**src/rtl/logic_delay_fanout.sv**
```systemverilog
// Selectable 2-input gate feeding a DEPTH-stage delay line, tapped per channel at programmable depth.
// Tap t lags f by t+1 enabled edges; config accepts at most one write every 2 cycles (ready drops while BUSY).
module logic_delay_fanout #(
  parameter int NCH   = 3,
  parameter int DEPTH = 8,
  parameter int TAPW  = $clog2(DEPTH),
  parameter int CHW   = (NCH > 1) ? $clog2(NCH) : 1
) (
  input  logic            clk,
  input  logic            rst_n,
  input  logic            ena,
  input  logic            a,
  input  logic            b,
  input  logic [2:0]      func,
  input  logic            flush,
  input  logic            cfg_valid,
  output logic            cfg_ready,
  input  logic [CHW-1:0]  cfg_ch,
  input  logic [TAPW-1:0] cfg_tap,
  output logic            cfg_err,
  output logic [NCH-1:0]  out_valid,
  output logic [NCH-1:0]  out
);

  localparam logic [TAPW:0] FILL_MAX = (TAPW + 1)'(DEPTH);
  localparam logic [CHW:0]  NCH_L    = (CHW + 1)'(NCH);

  typedef enum logic {S_IDLE = 1'b0, S_BUSY = 1'b1} state_t;

  state_t            r_state;
  state_t            w_state_nxt;
  logic [DEPTH-1:0]  r_line;
  logic [TAPW:0]     r_fill;
  logic [TAPW-1:0]   r_tap [NCH];
  logic              r_cfg_err;
  logic              w_f;
  logic              w_cfg_ready;
  logic              w_xfer;
  logic              w_ch_ok;
  logic [NCH-1:0]    w_out_valid;
  logic [NCH-1:0]    w_out;

  always_comb begin
    w_f = 1'b0;
    case (func)
      3'b000:  w_f = ~(a & b);
      3'b001:  w_f = a & b;
      3'b010:  w_f = a | b;
      3'b011:  w_f = ~(a | b);
      3'b100:  w_f = a ^ b;
      3'b101:  w_f = ~(a ^ b);
      3'b110:  w_f = a;
      default: w_f = ~a;
    endcase
  end

  // Flush wins over shift and also blocks capture of f on that edge.
  always_ff @(posedge clk or negedge rst_n) begin
    if (!rst_n) begin
      r_line <= '0;
      r_fill <= '0;
    end else if (flush) begin
      r_line <= '0;
      r_fill <= '0;
    end else if (ena) begin
      r_line <= {r_line[DEPTH-2:0], w_f};
      if (r_fill != FILL_MAX) r_fill <= r_fill + 1'b1;
    end
  end

  always_ff @(posedge clk or negedge rst_n) begin
    if (!rst_n) r_state <= S_IDLE;
    else        r_state <= w_state_nxt;
  end

  always_comb begin
    w_state_nxt = r_state;
    case (r_state)
      S_IDLE:  if (cfg_valid) w_state_nxt = S_BUSY;
      default: w_state_nxt = S_IDLE;
    endcase
  end

  always_comb begin
    w_cfg_ready = (r_state == S_IDLE);
  end

  assign w_xfer  = cfg_valid & w_cfg_ready;
  assign w_ch_ok = ({1'b0, cfg_ch} < NCH_L);

  always_ff @(posedge clk or negedge rst_n) begin
    if (!rst_n) begin
      r_cfg_err <= 1'b0;
      for (int c = 0; c < NCH; c++) r_tap[c] <= '0;
    end else begin
      r_cfg_err <= w_xfer & ~w_ch_ok;
      for (int c = 0; c < NCH; c++) begin
        if (w_xfer && w_ch_ok && (cfg_ch == CHW'(c))) r_tap[c] <= cfg_tap;
      end
    end
  end

  // Stages not yet written since reset/flush are masked so stale data never escapes.
  always_comb begin
    w_out_valid = '0;
    w_out       = '0;
    for (int c = 0; c < NCH; c++) begin
      w_out_valid[c] = (r_fill > {1'b0, r_tap[c]});
      w_out[c]       = w_out_valid[c] & r_line[r_tap[c]];
    end
  end

  assign cfg_ready = w_cfg_ready;
  assign cfg_err   = r_cfg_err;
  assign out_valid = w_out_valid;
  assign out       = w_out;

endmodule

```
**config.mk**
```make
export PLATFORM = sky130hd
export DESIGN_NAME = logic_delay_fanout
export DESIGN_NICKNAME = d
export VERILOG_FILES = /design/src/rtl/logic_delay_fanout.sv
export SDC_FILE = /design/constraint.sdc
export NUM_CORES = 1
export LEC_CHECK = 0
export BUFFER_PORTS_ARGS = -buffer_cell sky130_fd_sc_hd__buf_2
export CORE_MARGIN = 2
export CORE_UTILIZATION = 40
export CTS_BUF_LIST = sky130_fd_sc_hd__clkbuf_4 sky130_fd_sc_hd__clkbuf_8
export DETAILED_ROUTE_END_ITERATION = 12
export GPL_TIMING_DRIVEN = 0
export HOLD_SLACK_MARGIN = 0.03
export PLACE_DENSITY = 0.64
export SLEW_MARGIN = 20
export SYNTH_ARGS = -nofsm -noshare
export SYNTH_HDL_FRONTEND = slang
export SYNTH_SLANG_ARGS = --single-unit
```
**constraint.sdc**
```tcl
create_clock -name clk -period 4.47 [get_ports clk]
set_clock_uncertainty 0.1 [all_clocks]
set_input_delay 0.894 -clock clk [delete_from_list [all_inputs] [get_ports clk]]
set_output_delay 0.894 -clock clk [all_outputs]
set_load 0.005 [all_outputs]
```
* Word-level counts from Yosys, hierarchy flattened
Cells that the tools add are included.
Operators by class: add/sub/neg operators 1, $lt $le $gt $ge 7, equality and inequality tests 9, multiplexer cells 14, bitwise logic cells 14, reduce and logical (&&, ||, !) cells 9
Operators with widths (number):
- $mux W8 | 2
- $gt A4 B3 Y1 | 3
- $lt A3 B4 Y1 const B | 3
- $mux W4 | 3
- $bmux W1 S3 | 3
- $eq A3 B3 Y1 const B | 3
- $pmux W1 S7 | 1
- $and A1 B1 Y1 | 6
- $eq A3 B2 Y1 const B | 2
- $not A1 Y1 | 6
- $mux W1 | 5
- $add A4 B1 Y4 const B | 1
- $logic_and A1 B1 Y1 | 4
- $ne A4 B4 Y1 const B | 1
- $reduce_bool A2 Y1 | 2
- $eq A3 B1 Y1 const B | 1
- $logic_not A3 Y1 | 1
- $eq A2 B1 Y1 const B | 1
- $eq A2 B2 Y1 const B | 1
- $logic_not A2 Y1 | 1
- $lt A2 B2 Y1 const B | 1
- $reduce_and A2 Y1 | 1
- $or A1 B1 Y1 | 1
- $xor A1 B1 Y1 | 1
Word-level totals: bits in registers 23, bits of input ports 15, output and inout bits 8, word-level logic and storage cells 61

* Logic depth before layout (Yosys ltp)
Gate-level depths: netlist of the first run.
depth after elaboration 5, depth in mapped cells 6, gate-level depth less buffers 6

* Worst setup path after synthesis of the first run
OpenSTA, ideal clock, no wires.
path type flip-flop to output port, start reg r_fill[1], end out out_valid[1], data arrival time 1.337 ns, data required time 3.476 ns, setup slack 2.139 ns, cell stages (with the launch flop) 6, buffers on the path 0, path through dfrtp_1 -> ha_1 -> nor2b_1 -> o21ai_0 -> a32oi_1 -> or2_2
Between the ends: word-level cells in the longest chain between the ends 1
RTL lines:
- from (decl) | line 33 | logic [TAPW:0] r_fill;
- from (signal assigned) | line 67 | if (r_fill != FILL_MAX) r_fill <= r_fill + 1'b1;
- $gt A4 B3 Y1 | line 108 | w_out_valid[c] = (r_fill > {1'b0, r_tap[c]});
- to (decl) | line 21 | output logic [NCH-1:0] out_valid,
Every way passes these cells.

* Worst setup path after layout of the first run
Ends and elaborated chain as after synthesis.

==> results of run 1 <==
[layout make-up]
cell class / instances / area share (%)
multi-input combinational: 93 / 48.6
sequential: 23 / 35.1
timing repair buffer: 22 / 6.71
tap: 46 / 3.51
inverter: 15 / 3.43
clock buffer: 4 / 1.83
buffer: 3 / 0.838
[metal layers]
layer  global-route usage (%)  part of all wire, %  routed length (µm)  vias to the layer above
li1                         -                    -                   -                      522
met1                     19.2                   45                1210                      534
met2                     25.5                   51                1390                       13
met3                     1.58                  1.8                  50                        5
met4                     6.52                  1.9                  52                        0
met5                        0                    0                   0                        -
[cell families (layout without fill, tap and decap cells)]
group,Yosys count,after routing
compound gates,16,16
xor+xnor,2,2
fa+ha+maj,13,13
buf+inv,18,44
flops,23,23
mux,19,19
simple gates,43,43
[placed cells by master, fill, tap and decap left out, drive strengths merged]
cell,instances
buf,24
dfrtp,23
inv,15
nand2,15
ha,13
nor2,11
o21ai,7
mux4,7
mux2i,7
mux2,5
clkbuf,5
or2,4
nor2b,4
a32oi,3
a2bb2oi,3
nand3,2
a21oi,2
and3,1
nor3b,1
and3b,1
nand2b,1
nand4b,1
o221ai,1
nand3b,1
xor2,1
xnor2,1
nand4,1
[registers in the layout, summed over array words and instances (netlist names)]
register  flops
r_state       1
r_fill        4
cfg_err       1
r_tap         9
r_line        8
[power groups by stage]
| stage | clock network, mW | logic [mW] | registers, mW |
|---|---|---|---|
| 2_1_floorplan | 0 | 0.0941 | 0.253 |
| 3_3_place_gp | 0 | 0.126 | 0.261 |
| 3_5_place_dp | 0 | 0.132 | 0.261 |
| 4_1_cts | 0.104 | 0.134 | 0.257 |
| 5_1_grt | 0.116 | 0.151 | 0.261 |
| 6_report | 0.0986 | 0.132 | 0.256 |
[worst max-delay path: cells and delay by family (launching register included)]
family                   cells  cell delay, ps
adder cells (fa/ha/maj)      1             340
buffers and inverters        1             130
flip-flops                   1             490
AND/OR/NAND/NOR              2             420
AO/OA/AOI/OAI                2             230
[per-stage QoR]
step	hold WS, ps	util, %	cells	power [mW]	area [µm²]
2_1_floorplan	363	-	134	0.347	1440
3_3_place_gp	369	47.5	202	0.388	1610
3_5_place_dp	379	47.5	202	0.394	1610
4_1_cts	396	48.4	206	0.494	1640
5_1_grt	410	48.4	206	0.528	1640
6_report	397	48.4	206	0.487	1640
[final timing paths]
path	from	to	slack, ps
worst max-delay path	r_fill[1]	out_valid[1]	1550
worst min-delay path	r_state	r_state	400
worst max register to register	r_state	r_tap[2]	2970
worst min register to register	r_state	r_state	400
max in group asynchronous	rst_n	r_tap[8]	3500
min in group asynchronous	rst_n	r_line[0]	430
==> summary.md, run 1 <==
| Metric | Value |
|---|---|
| Clock Power Share | 20.2% |
| GP Congestion | 0.827 |
| IO Count | 23 |
| Synth top area share | 39.9% |
| Final setup vio count | 0 |
| Clk buf depth | 2 |
| Die Width | 64.1 µm |
| Combinational power share | 27.1% |
| Final Max Tran Viols | 0 |
| RSZ-0062 raised after global routing | no |
| Clock Sinks | 23 |
| Fillers | 315 |
| All-layer global routing usage | 15.0% |
| Vias per cell | 5.21 |
| Max-cap violation count | 0 |
| Worst hold path cell count | 1 |
| Crit Path Category | flop to output port |
| Sw frac | 29.4% |
| Switching power | 0.143 mW |
| CP Cell Sequence | ha_1, nor2b_1, o21ai_0, a32oi_1, or2_2, buf_2 |
| # DRC | 0 |
| Buffers added on ports | 22 |
| Area of the multi-input gates | 798 µm² |
| Via count | 1074 |
| Syn avg cell area | 10.8 µm² |
| Clock Latency Late Sink | 310 ps |
| Xor-xnor portion of the synthesized cell area | 1.21% |
| R2r worst-path depth | 4 |
| Iter 0 DRT Violations | 35 |
| Total congestion overflow | 0 |
| First-pass GRT wire length | 4.77 mm |
| Synth Area in Compound Gates | 7.37% |
| Fmax | 343 MHz |
| FP Rows | 21 |
| Resized Gates After CTS | 0 |
| Cell area after synthesis | 1440 µm² |
| Total CTS buffers | 3 |
| Seq/Total Area, Yosys | 39.9% |
| Synth unique cells | 28 |
| Crit. End Element | output port |
| Top FF cell, synth | dfrtp_1 |
| Tightest Pin Transition | 499 ps |
| Initial Util | 42.6% |
| Worst vdd ir | 109 µV |
| Required @ worst endpoint | 3480 ps |
| Area leader, netlist | dfrtp_1 |
| CP peak stage delay | 490 ps |
| Post-Synth Adder-Cell Area | 11.3% |
| Core area | 3390 µm² |
| Layout net count | 189 |
| Post-synthesis mux area share | 19.7% |
| Synth top area cells | dfrtp_1 40%, ha_1 11%, mux4_2 11% |
| Critical Path Start Type | flop |
| Final Hold Vio Count | 0 |
| N_diodes | 0 |
| Final setup TNS | 0 ps |
| Synth-to-Final Area Change | 13.7% |
| Clock Root Buffer | clkbuf_4 |
| Worst path slowest cell | dfrtp_1 |
| Share of post-route cells with drive strength above 1 | 28.7% |
| Post-Synth Simple-Gate Area | 15.8% |
| Top-count cell post-synth | dfrtp_1 |
| Share of synthesized registers carrying an async set or reset | 100% |
| Post-synth EDFFs | 0 |
| Clk slew on worst S/H paths | 120 ps |
| Vias in the first global route | 1072 |
| Drt total wl | 2.71 mm |
| Pwr dens | 297 nW/µm² |
| Die ar. | 4110 µm² |
| Synthesized Nets | 162 |
| Commonest cells post-synth | 23 x dfrtp_1, 15 x inv_1, 15 x nand2_1 |
| LEAKAGE | 0.804 nW |
| Status | complete, no violations |
| Worst slack, placed | 1900 ps |
| Worst Path Max Fanout | 7 |
| Largest family of logic cells by synthesized area | multiplexers |
| Internal power | 0.343 mW |
| Sequential power share | 52.6% |
| CTS H-tree lvls | 1 |
| Post-route ant nets | 0 |
| FF+latch count, synth | 23 |
| Seq. cell area | 576 µm² |
| CTS tree | built |
| Final min period | 2920 ps |
| Chip height | 64.1 µm |
| Final WS setup | 1550 ps |
| CTS Hold Bufs | 0 |
| Final period util | 65.3% |
| Initial antenna violation count | 0 |
| Routed WL per cell | 13.1 µm |
| Hpwl dp | 2.21 mm |
| First-pass DRT Iterations | 4 |
| Largest net degree at the start of global routing | 24 |
| Worst hold-check path type | flop to flop |
| Crit path DAT | 1920 ps |
| Mapped Cells | 134 |
| Syn. warnings | 0 |
| Rel. slew slack | 66.8% |
| Postcts setup bufs | 0 |
Power figures use the tool's default switching activity.
==> run 2: changes to the inputs <==
Clock period 4.47 ns to 2.72 ns, I/O delays scaled along.
==> summary.md, run 2 (synthesis results as in run 1) <==
| Metric | Value |
|---|---|
| Fmax | 394 MHz |
| N_diodes | 0 (unchanged) |
| Die Width | 64.1 µm (unchanged) |
| Total CTS buffers | 3 (unchanged) |
| Rel. slew slack | 66.8% (about the same) |
| Largest registers | r_tap: 9 flops, r_line: 8 flops, r_fill: 4 flops (unchanged) |
| Final Hold Vio Count | 0 (unchanged) |
| Via count | 1074 (unchanged) |
| Synth-to-Final Area Change | 13.8% (was 13.7%) |
| Chip height | 64.1 µm (unchanged) |
| Clock Sinks | 23 (unchanged) |
| Postcts setup bufs | 0 (unchanged) |
| Buffers added on ports | 22 (unchanged) |
| CTS H-tree lvls | 1 (unchanged) |
| Post-Layout Cell Count | 206 (unchanged) |
| Total congestion overflow | 0 (unchanged) |
| Iter 0 DRT Violations | 35 (unchanged) |
| Clk slew on worst S/H paths | 120 ps (about the same) |
| GR Layer Usage met1 | 19.2% (unchanged) |
| Commonest non-fill, non-tap cell in the layout | buf_2 (unchanged) |
| Largest net degree at the start of global routing | 24 (unchanged) |
| Crit path DAT | 1890 ps (was 1920 ps) |
| GP Congestion | 0.827 (unchanged) |
| Pwr dens | 487 nW/µm² (was 297 nW/µm²) |
| All-layer global routing usage | 15.0% (unchanged) |
| Top reg by flops | r_tap (unchanged) |
| Final WS setup | 182 ps (was 1550 ps) |
| Met3 Track Usage GR | 1.58% (unchanged) |
| Share of post-route cells with drive strength above 1 | 29.4% (was 28.7%) |
| Max reg flops | 9 (unchanged) |
| First-pass DRT Iterations | 4 (unchanged) |
| Worst vdd ir | 179 µV (was 109 µV) |
| RSZ-0062 raised after global routing | no (unchanged) |
| Drt total wl | 2.71 mm (unchanged) |
| FP Rows | 21 (unchanged) |
| Final min period | 2540 ps |
| GR peak layer | met2 (unchanged) |
| Vias in the first global route | 1072 (unchanged) |
| Fillers | 317 (was 315) |
| CTS tree | built (unchanged) |
| Clock Root Buffer | clkbuf_4 (unchanged) |
| CTS Hold Bufs | 0 (unchanged) |
| Final setup TNS | 0 ps (unchanged) |
| Layout net count | 189 (unchanged) |
| Initial antenna violation count | 0 (unchanged) |
| Core area | 3390 µm² (unchanged) |
| Vias per cell | 5.21 (unchanged) |
| LEAKAGE | 0.802 nW (was 0.804 nW) |
| Worst hold-check path type | input pin to async pin (was flop to flop) |
| Required @ worst endpoint | 2080 ps (was 3480 ps) |
| Worst slack, placed | 501 ps (was 1900 ps) |
| Worst Path Max Fanout | 7 (unchanged) |
| Hpwl dp | 2.21 mm (unchanged) |
| Initial Util | 42.6% (unchanged) |
| Clock Latency Late Sink | 310 ps (about the same) |
| Critical Path Start Type | flop (unchanged) |
| Clk buf depth | 2 (unchanged) |
| Dpl cells | 202 (unchanged) |
| Routed WL per cell | 13.1 µm (unchanged) |
| Crit. End Element | output port (unchanged) |
| IO Count | 23 (unchanged) |
| Crit Path Category | flop to output port (unchanged) |
| First-pass GRT wire length | 4.77 mm (unchanged) |
| Max-cap violation count | 0 (unchanged) |
| Routing usage on met2 | 25.5% (unchanged) |
| Final Max Tran Viols | 0 (unchanged) |
| Final setup vio count | 0 (unchanged) |
| Status | complete, no violations (unchanged) |
| Commonest non-fill, non-tap cells in the layout | 24 x buf_2, 22 x dfrtp_1, 15 x inv_1, 15 x nand2_1, 13 x ha_1 (was 24 x buf_2, 23 x dfrtp_1, 15 x inv_1, 15 x nand2_1, 13 x ha_1) |
| Post-route ant nets | 0 (unchanged) |
| Tightest Pin Transition | 499 ps (about the same) |
| Post-Place Cell Area | 1610 µm² (unchanged) |
| Final period util | 93.3% |
| Die ar. | 4110 µm² (unchanged) |
| # DRC | 0 (unchanged) |
| Design Power | 0.800 mW (was 0.487 mW) |
| Design area | 1640 µm² (about the same) |
-- run 2: cell counts in the layout (fill, tap and decap cells not counted) --
Identical to the previous run, type by type.
-- run 2: area by class of cell --
type                    count  area, µm²  share of cell area (%)
clock buffers               4       30.0                    1.83
well taps                  46       57.6                    3.50
repair buffers             22        110                    6.70
plain buffers               3       13.8                   0.838
multi-input cells          93        798                    48.6
inverters                  15       56.3                    3.43
flip-flops and latches     23        577                    35.1
-- run 2: what timing repair did --
action / in CTS / in global routing
endpoints found under the hold margin: 0 / 0
setup endpoints to repair: 0 / 1
resized for setup: 0 / 1
-- run 2: metal layers --
layer  part of all wire (%)  up-vias
li1                       -      522
met1                     45      534
met2                     51       13
met3                    1.8        5
met4                    1.9        0
met5                      0        -
-- run 2: critical path, stage by stage, from the launching register on --
cell     delay [ps]
dfrtp_2         480
ha_1            320
nor2b_1         130
o21ai_0         140
a32oi_1          90
or2_2           290
buf_2           130
-- run 2: metrics by stage --
stage | utilization (%) | hold WS, ps
6_report | 48.5 | 82.9
3_5_place_dp | 47.5 | 379
5_1_grt | 48.5 | 107
2_1_floorplan | - | 148
3_3_place_gp | 47.5 | 369
4_1_cts | 48.4 | 95.6
-- run 2: report_power, final --
group          internal, mW  switching (mW)  total (mW)
registers             0.378          0.0433       0.421
logic                 0.120          0.0975       0.217
clock network        0.0672          0.0948       0.162
total                 0.565           0.236       0.800
-- run 2: worst paths after layout --
| check | endpoint | start | cells past startpoint | slack (ps) |
|---|---|---|---|---|
| max reg2reg | r_tap[2] | r_state | 4 | 1220 |
| max in group asynchronous | r_fill[1] | rst_n | 1 | 2080 |
| max | out_valid[1] | r_fill[1] | 6 | 180 |
| min reg2reg | r_state | r_state | 1 | 400 |
| min | r_line[0] | rst_n | 1 | 80 |
| min in group clk | r_fill[3] | flush | 2 | 330 |
==> run 3: changes to the inputs <==
Settings changed: CORE_MARGIN 2 to 4.
==> summary.md, run 3 (synthesis results as in run 1) <==
| Metric | Value |
|---|---|
| CTS Hold Bufs | 0 (unchanged) |
| Clk slew on worst S/H paths | 120 ps (about the same) |
| Internal power | 0.565 mW (about the same) |
| Core area | 3420 µm² (was 3390 µm²) |
| Sequential power share | 52.7% (was 52.6%) |
| # DRC | 0 (unchanged) |
| Final WS setup | 156 ps (was 182 ps) |
| Worst slack, placed | 493 ps (was 501 ps) |
| Die ar. | 4630 µm² (was 4110 µm²) |
| Vias in the first global route | 1084 (was 1072) |
| Clock Latency Late Sink | 300 ps (was 310 ps) |
| Initial antenna violation count | 0 (unchanged) |
| R2R Setup Slk | 1250 ps (was 1220 ps) |
| Final Max Tran Viols | 0 (unchanged) |
| Clk buf depth | 2 (unchanged) |
| Final Hold Vio Count | 0 (unchanged) |
| Total congestion overflow | 0 (unchanged) |
| Buffers added on ports | 22 (unchanged) |
| Final setup vio count | 0 (unchanged) |
| Worst setup startpoint | r_fill[1] (unchanged) |
| Rel. slew slack | 65.4% (was 66.8%) |
| Largest net degree at the start of global routing | 24 (unchanged) |
| Post-route ant nets | 0 (unchanged) |
| R2r worst-path depth | 6 (was 4) |
| Synth-to-Final Area Change | 13.7% (was 13.8%) |
| Routed WL per cell | 14.2 µm (was 13.1 µm) |
| Crit. End Element | output port (unchanged) |
| FP Rows | 21 (unchanged) |
| CTS tree | built (unchanged) |
| Chip height | 68.1 µm (was 64.1 µm) |
| Vias per cell | 5.10 (was 5.21) |
| Hpwl dp | 2.38 mm (was 2.21 mm) |
| IO Count | 23 (unchanged) |
| Total CTS buffers | 3 (unchanged) |
| Max-cap violation count | 0 (unchanged) |
| Via count | 1050 (was 1074) |
| GP Congestion | 0.777 (was 0.827) |
| Worst Path Max Fanout | 7 (unchanged) |
| Initial Util | 42.3% (was 42.6%) |
| Worst path depth | 6 (unchanged) |
| Max reg flops | 9 (unchanged) |
| Iter 0 DRT Violations | 24 (was 35) |
| Share of post-route cells with drive strength above 1 | 28.7% (was 29.4%) |
| Commonest non-fill, non-tap cells in the layout | 24 x buf_2, 23 x dfrtp_1, 15 x inv_1, 15 x nand2_1, 13 x ha_1 (was 24 x buf_2, 22 x dfrtp_1, 15 x inv_1, 15 x nand2_1, 13 x ha_1) |
| All-layer global routing usage | 14.9% (was 15.0%) |
| Final setup TNS | 0 ps (unchanged) |
| Fmax | 390 MHz (was 394 MHz) |
| Combinational power share | 27.3% (was 27.1%) |
| Worst path slowest cell | dfrtp_1 (was dfrtp_2) |
| LEAKAGE | 0.804 nW (was 0.802 nW) |
| Crit path DAT | 1920 ps (was 1890 ps) |
| Clock Power Share | 20.0% (was 20.2%) |
| Pwr dens | 491 nW/µm² (was 487 nW/µm²) |
| Met3 Track Usage GR | 1.48% (was 1.58%) |
| Critical Path Start Type | flop (unchanged) |
| CTS H-tree lvls | 1 (unchanged) |
| Sw frac | 29.9% (was 29.4%) |
| RSZ-0062 raised after global routing | no (unchanged) |
| First-pass DRT Iterations | 4 (unchanged) |
| Drt total wl | 2.94 mm (was 2.71 mm) |
| Worst vdd ir | 243 µV (was 179 µV) |
| Final period util | 94.3% (was 93.3%) |
| Switching power | 0.241 mW (was 0.236 mW) |
| Largest registers | r_tap: 9 flops, r_line: 8 flops, r_fill: 4 flops (unchanged) |
| Postcts setup bufs | 0 (unchanged) |
| CP peak stage delay | 500 ps (was 480 ps) |
| Commonest non-fill, non-tap cell in the layout | buf_2 (unchanged) |
| N_diodes | 0 (unchanged) |
| Final min period | 2560 ps (was 2540 ps) |
| Hold WS | 99.8 ps (was 82.9 ps) |
| Status | complete, no violations (unchanged) |
| Required @ worst endpoint | 2080 ps (about the same) |
| Fillers | 328 (was 317) |
| Layout net count | 189 (unchanged) |
| Top Family by Delay on Critical Path | flip-flops (unchanged) |
| First-pass GRT wire length | 5.16 mm (was 4.77 mm) |
| Clock Sinks | 23 (unchanged) |
| Reg2reg start | r_fill[0] (was r_state) |
| Routing usage on met2 | 26.5% (was 25.5%) |
| Crit Path Category | flop to output port (unchanged) |
| CP Cell Sequence | ha_1, nor2b_1, o21ai_0, a32oi_1, or2_2, buf_2 (unchanged) |
| GR peak layer | met2 (unchanged) |
| Clock Root Buffer | clkbuf_4 (unchanged) |
| GR Layer Usage met1 | 19.4% (was 19.2%) |
| CP bufs+invs | 1 (unchanged) |
| Resized Gates After CTS | 0 (unchanged) |
| Tightest Pin Transition | 519 ps (was 499 ps) |
| Die Width | 68.1 µm (was 64.1 µm) |
| Top reg by flops | r_tap (unchanged) |
| Worst hold-check path type | input pin to async pin (unchanged) |
==> run 3: cell counts in the layout (fill, tap and decap cells not counted) <==
Identical to the previous run, type by type.
==> run 3: power by group through the flow <==
stage	Clock, mW	Sequential, mW	Combinational, mW
finish	0.161	0.425	0.220
global route	0.181	0.433	0.257
CTS	0.170	0.426	0.222
detailed placement	0	0.433	0.220
global placement	0	0.429	0.208
floorplan	0	0.416	0.155
==> run 3: layer usage <==
layer | share of wire, % | vias up
met5 | 0 | -
met4 | 0.85 | 0
met3 | 1.9 | 2
met2 | 52 | 15
met1 | 45 | 513
li1 | - | 520
==> run 3: stage by stage <==
| step | instances | util [%] | power, mW | area, µm² |
|---|---|---|---|---|
| floorplan | 134 | - | 0.570 | 1440 |
| global placement | 202 | 47.2 | 0.636 | 1610 |
| global route | 206 | 48.1 | 0.871 | 1640 |
| finish | 206 | 48.1 | 0.806 | 1640 |
| detailed placement | 202 | 47.2 | 0.653 | 1610 |
| CTS | 206 | 48.1 | 0.818 | 1640 |
==> run 3: worst reg2reg max path, stage by stage (launching register included) <==
cell	delay, ps
dfrtp_1	420
inv_1	190
ha_1	180
nand3b_1	130
nand3_1	130
xor2_1	160
nor2_1	50
==> run 3: final timing paths <==
kind / end
max in group asynchronous: r_tap[7]
max: out_valid[1]
min: r_line[0]
min in group clk: r_fill[3]
max reg2reg: r_fill[2]
min reg2reg: r_state
==> run 3: cell type report <==
class / instances / area, µm² / area share, %
Multi-Input combinational cell: 93 / 798 / 48.6
Sequential cell: 23 / 576 / 35.1
Timing Repair Buffer: 22 / 110 / 6.71
Tap cell: 46 / 57.6 / 3.51
Inverter: 15 / 56.3 / 3.43
Clock buffer: 4 / 30.0 / 1.83
Buffer: 3 / 13.8 / 0.838
